**src/rtl/if_stage.sv**
```systemverilog
// Instruction fetch stage: PC, imem request handshake, one-entry skid buffer and IF/ID register.
// Optional FETCH_MISALIGN_CHECK_EN adds a sticky misaligned-redirect flag that halts fetching.
module if_stage (
    input  logic        clk,
    input  logic        rst_n,
    output logic        imem_req,
    output logic [31:0] imem_addr,
    input  logic [31:0] imem_rdata,
    input  logic        imem_ready,
    input  logic        stall,
    input  logic        redirect,
    input  logic [31:0] redirect_pc,
    output logic        id_valid,
    output logic [31:0] id_pc,
    output logic [31:0] id_instr,
    output logic [6:0]  opcode,
    output logic [2:0]  funct3,
    output logic [6:0]  funct7,
    output logic [4:0]  rd,
    output logic [4:0]  rs1,
    output logic [4:0]  rs2
`ifdef FETCH_MISALIGN_CHECK_EN
   ,output logic        fetch_misaligned
`endif
);

    localparam int unsigned XLEN = 32;
    localparam logic [XLEN-1:0] RESET_PC  = 32'h0000_0000;
    localparam logic [XLEN-1:0] NOP_INSTR = 32'h0000_0013;
    localparam logic [XLEN-1:0] PC_STEP   = 32'h0000_0004;

    localparam logic [1:0] S_IDLE  = 2'd0;
    localparam logic [1:0] S_FETCH = 2'd1;
    localparam logic [1:0] S_SKID  = 2'd2;
    localparam logic [1:0] S_DROP  = 2'd3;

    logic [1:0]      state_q, state_d;
    logic [XLEN-1:0] fetch_pc_q, fetch_pc_d;
    logic [XLEN-1:0] addr_q, addr_d;
    logic            req_q, req_d;
    logic            id_valid_q, id_valid_d;
    logic [XLEN-1:0] id_pc_q, id_pc_d;
    logic [XLEN-1:0] id_instr_q, id_instr_d;
    logic [XLEN-1:0] skid_instr_q, skid_instr_d;
    logic [XLEN-1:0] skid_pc_q, skid_pc_d;
    logic            halt_q, halt_d;
    logic [XLEN-1:0] redir_tgt;
    logic            redir_bad;

`ifdef FETCH_MISALIGN_CHECK_EN
    assign redir_tgt = redirect_pc;
    assign redir_bad = (redirect_pc[1:0] != 2'b00);
    assign fetch_misaligned = halt_q;
`else
    assign redir_tgt = redirect_pc & ~32'h0000_0003;
    assign redir_bad = 1'b0;
`endif

    // Next-state, PC, skid and IF/ID update; redirect overrides everything else.
    always_comb begin
        state_d      = state_q;
        fetch_pc_d   = fetch_pc_q;
        id_valid_d   = id_valid_q;
        id_pc_d      = id_pc_q;
        id_instr_d   = id_instr_q;
        skid_instr_d = skid_instr_q;
        skid_pc_d    = skid_pc_q;
        halt_d       = halt_q;

        case (state_q)
            S_IDLE: begin
                if (!halt_q) state_d = S_FETCH;
            end
            S_FETCH: begin
                if (imem_ready) begin
                    fetch_pc_d = fetch_pc_q + PC_STEP;
                    if (!stall) begin
                        id_valid_d = 1'b1;
                        id_pc_d    = fetch_pc_q;
                        id_instr_d = imem_rdata;
                    end else begin
                        skid_instr_d = imem_rdata;
                        skid_pc_d    = fetch_pc_q;
                        state_d      = S_SKID;
                    end
                end else if (!stall) begin
                    id_valid_d = 1'b0;
                end
            end
            S_SKID: begin
                if (!stall) begin
                    id_valid_d = 1'b1;
                    id_pc_d    = skid_pc_q;
                    id_instr_d = skid_instr_q;
                    state_d    = S_FETCH;
                end
            end
            default: begin
                if (imem_ready) state_d = halt_q ? S_IDLE : S_FETCH;
            end
        endcase

        if (redirect) begin
            id_valid_d   = 1'b0;
            id_instr_d   = NOP_INSTR;
            skid_instr_d = NOP_INSTR;
            skid_pc_d    = '0;
            fetch_pc_d   = redir_tgt;
            halt_d       = halt_q | redir_bad;
            // An in-flight request must still complete before the target is fetched.
            if ((state_q == S_FETCH || state_q == S_DROP) && !imem_ready) begin
                state_d = S_DROP;
            end else begin
                state_d = halt_d ? S_IDLE : S_FETCH;
            end
        end
    end

    // Request address is held through DROP so the outstanding handshake stays stable.
    always_comb begin
        req_d  = (state_d == S_FETCH) || (state_d == S_DROP);
        addr_d = (state_d == S_DROP) ? addr_q : fetch_pc_d;
    end

    always_ff @(posedge clk or negedge rst_n) begin
        if (!rst_n) begin
            state_q      <= S_IDLE;
            fetch_pc_q   <= RESET_PC;
            addr_q       <= RESET_PC;
            req_q        <= 1'b0;
            id_valid_q   <= 1'b0;
            id_pc_q      <= '0;
            id_instr_q   <= NOP_INSTR;
            skid_instr_q <= NOP_INSTR;
            skid_pc_q    <= '0;
            halt_q       <= 1'b0;
        end else begin
            state_q      <= state_d;
            fetch_pc_q   <= fetch_pc_d;
            addr_q       <= addr_d;
            req_q        <= req_d;
            id_valid_q   <= id_valid_d;
            id_pc_q      <= id_pc_d;
            id_instr_q   <= id_instr_d;
            skid_instr_q <= skid_instr_d;
            skid_pc_q    <= skid_pc_d;
            halt_q       <= halt_d;
        end
    end

    assign imem_req  = req_q;
    assign imem_addr = addr_q;
    assign id_valid  = id_valid_q;
    assign id_pc     = id_pc_q;
    assign id_instr  = id_instr_q;

    assign opcode = id_instr_q[6:0];
    assign rd     = id_instr_q[11:7];
    assign funct3 = id_instr_q[14:12];
    assign rs1    = id_instr_q[19:15];
    assign rs2    = id_instr_q[24:20];
    assign funct7 = id_instr_q[31:25];

endmodule

```
**config.mk**
```make
export PLATFORM = sky130hd
export DESIGN_NAME = if_stage
export DESIGN_NICKNAME = d
export VERILOG_FILES = /design/src/rtl/if_stage.sv
export SDC_FILE = /design/constraint.sdc
export NUM_CORES = 1
export LEC_CHECK = 0
export ABC_AREA = 1
export BUFFER_PORTS_ARGS = -buffer_cell sky130_fd_sc_hd__buf_2
export CORE_MARGIN = 2
export CORE_UTILIZATION = 55
export DETAILED_ROUTE_END_ITERATION = 7
export GPL_TIMING_DRIVEN = 0
export PLACE_DENSITY = 0.92
export RECOVER_POWER = 50
export SETUP_SLACK_MARGIN = 0.1
export SLEW_MARGIN = 20
export SYNTH_ARGS = -nofsm -noshare
export SYNTH_HDL_FRONTEND = slang
export SYNTH_SLANG_ARGS = --single-unit
```
**constraint.sdc**
```tcl
create_clock -name clk -period 2.1 [get_ports clk]
set_clock_uncertainty 0.1 [all_clocks]
set_input_delay 0.21 -clock clk [delete_from_list [all_inputs] [get_ports clk]]
set_output_delay 0.21 -clock clk [all_outputs]
set_load 0.01 [all_outputs]
```
==> flow_summary.toml <==
[outcome]
status = "finished, final reports clean"

[synth]
ys_top_cells_by_count = "nand2_1 (334), dfrtp_1 (189), o21ai_0 (163), inv_1 (85), nor2_1 (75)"
netlist_top_cells_area = "dfrtp_1 (53%), nand2_1 (14%), o21ai_0 (9.1%)"
synthCells = 1085
synth_top_family_by_area = "simple AND/OR/NAND/NOR gates"
synth_top_area_cell = "dfrtp_1"
yosys.area.top_type_share = 0.526
synthMuxAreaShare = 0.00125
synth-simple-area-share = 0.209
synthArstFlopShare = 1.00
synth_edf_count = 0
syn_area_mm2 = 0.00898
yosysMostFrequentCell = "nand2_1"
yosysWarnings = 0
synth_adder_area_share = 0.00139
synthFlopType = "dfrtp_1"
ys_ff_latch = 195
synth_compound_area_frac = 0.153
yosys.area_share.xor_xnor = 0
synth_cell_types = 37
avgSynthCellArea_um2 = 8.28
synth_nets = 1155
yosysSeqAreaShare = 0.544

[clock_tree]
cts_buffers = 17
clkSlewWorstSetupHoldPaths_ns = 0.06
clockBufferDepth = 2
postCtsSetupRepairBufs = 0
tritoncts = "done"
htreeDepth = 4
worstSkewPairLatency_ns = 0.44
clkSinkCount = 195
cts_root_buf = "clkbuf_16"

[worst_setup_path]
cp-end-kind = "flop"
cp-startpoint = "state_q[0]"
path_delay_family = "simple AND/OR/NAND/NOR gates"
cp-start-kind = "flop"
rr_startpoint = "state_q[0]"
cp.arrival_ns = 2.13
worstPathRequired_ns = 2.36
path_class = "reg -> reg"
path_cells = "nand3_4 -> nor2_1 -> nor2_2 -> clkbuf_1 -> nand2_1 -> o21ai_0"
crit_fanout = 10
cp_slowest_cell = "dfrtp_1"
slowest_delay_ns = 0.44
crit_buf_inv = 1

[layout]
design_area_mm2 = 0.0110
layout-drive-gt1-share = 0.151
final_cell_count_no_fill = 1566
area_growth_pct = 22.7
fin_util = 0.692
layout.nets = 1407
antennaDiodeCount = 0

[sta]
rsz0062_at_grt = "true"
relSlewSlack = 0.548
worst_pin_slew_ns = 0.678
fin_crit_ns = 1.87
period_share = 0.891
hold_viol = 0
setup_viol = 0
max_freq_mhz = 535
slew_viol_final = 0
tns_ns = 0
fin_ws_ns = 0.230

[floorplan]
die_area_mm2 = 0.0174
core_region_area_mm2 = 0.0159
initial_core_util = 0.563
rows = 46
die_x_um = 132
io_pins = 199
die_y_um = 132

[grt]
antenna_found_initial = 0
grt_usage = 0.297
grt_overflow_total = 0
grt_pass1_vias = 8079
grt_max_degree = 72
grt_pass1_wl_mm = 40.8

[power]
p_comb_frac = 0.191
p_leak_nw = 5.49
seqPwrFrac = 0.489
max-vdd-ir-drop_v = 0.000614
p_int_mw = 6.33
p_clk_frac = 0.320
switching_power_mw = 2.79
power_switching_share = 0.306
power_density_mw_per_mm2 = 828

[detailed_routing]
via_count = 8427
drt-pass1-iter-count = 7
drt-initial-drc-count = 680
antenna_left = 0
vias_per_cell = 5.38
drc = 0
wl_per_cell_um = 16.5
wirelength_mm = 25.8

[placed_design]
post-place-ws_ns = 0.146
hpwl_mm = 18.4
port_buffers = 196
dpl_cell_area_mm2 = 0.0103
dp.cells = 1499
place.gp.congestion = 0.955

[hold_path]
min_path_type = "in -> reg"
hp-start = "redirect_pc[30]"

[job]
max_cap_violations = 0
worst reg2reg max path, stage by stage (launching register included):
cell and delay [ns]:
dfrtp_1 0.44, nand3_4 0.17, nor2_1 0.09, nor2_2 0.37, clkbuf_1 0.42, nand2_1 0.11
o21ai_0 0.09
cells in the final DEF (no fill, tap or decap), types with 2 or more instances in the layout:
cell type / n
o22a_1: 3
clkinv_2: 5
buf_16: 2
o21ai_1: 3
clkbuf_4: 10
o31ai_1: 5
nand2_1: 332
o21ai_0: 163
nand2_2: 6
buf_4: 22
clkbuf_1: 143
nor2_1: 77
o21ai_2: 7
clkbuf_2: 5
o211ai_1: 18
clkbuf_16: 17
dfrtp_1: 189
a211oi_1: 6
dfstp_1: 2
nand4_1: 7
buf_2: 104
nand3_1: 26
dlygate4sd3_1: 35
nor2_2: 4
nor3_1: 3
clkinvlp_4: 2
a41oi_1: 3
a31oi_1: 2
nand3b_1: 3
inv_1: 85
a21oi_1: 33
inv_2: 5
buf_1: 4
dfstp_2: 4
power groups by stage:
stage | Clock, mW | Sequential, mW | Combinational (mW)
3_5_place_dp | 0 | 4.50 | 1.76
3_3_place_gp | 0 | 4.49 | 1.69
5_1_grt | 3.11 | 4.50 | 1.93
4_1_cts | 2.95 | 4.44 | 1.82
2_1_floorplan | 0 | 4.61 | 0.820
6_report | 2.92 | 4.46 | 1.74
cell families after synthesis:
logic type      count (synthesis)
buf+inv                       178
simple gates                  464
flops                         195
fa+ha+maj                       1
compound gates                246
mux                             1
layer usage:
metal,up-vias,global-route usage,part of all wire,wire length (um)
met5,-,0,0,0
met1,3991,0.385,0.41,10500
met2,406,0.503,0.49,12700
met4,0,0.119,0.025,633
met3,53,0.0481,0.075,1940
li1,3977,-,-,-
timing repair:
| action | CTS | global route |
|---|---|---|
| resized for setup | 0 | 12 |
| hold buffers | 35 | 0 |
| endpoints found under the hold margin | 96 | 0 |
| setup endpoints to repair | 0 | 29 |
through the flow:
stage / total power [mW] / hold WS, ns
floorplan: 5.43 / -0.186
global placement: 6.18 / 0.341
detailed placement: 6.26 / 0.0535
CTS: 9.21 / 0.00746
global route: 9.53 / 0.0231
finish: 9.12 / 0.00788
area by class of cell:
type                            instances  area (um2)
Fill cell                            1307        4920
Sequential cell                       195        4890
Multi-Input combinational cell        712        3280
Timing Repair Buffer                  233        1250
Buffer                                 88         487
Clock buffer                           23         458
Inverter                               90         338
Tap cell                              216         270
Clock inverter                          9        57.6
path summary, 6_finish.rpt:
check                                 end  cells after the start  slack [ns]
min                        fetch_pc_q[30]                      5       0.008
min reg2reg                  skid_pc_q[6]                      2        0.38
min in group asynchronous  fetch_pc_q[11]                      2        0.17
max reg2reg                  skid_pc_q[0]                      6        0.23
max                          skid_pc_q[0]                      6        0.23
max in group asynchronous     id_instr[4]                      4        0.65
state kept, by name (all words and copies together) (netlist names):
signal	count
id_valid	1
id_instr	32
fetch_pc_q	32
state_q	2
skid_pc_q	32
id_pc	32
skid_instr_q	32
imem_addr	32
No activity file was read; power rests on OpenSTA's default activity.
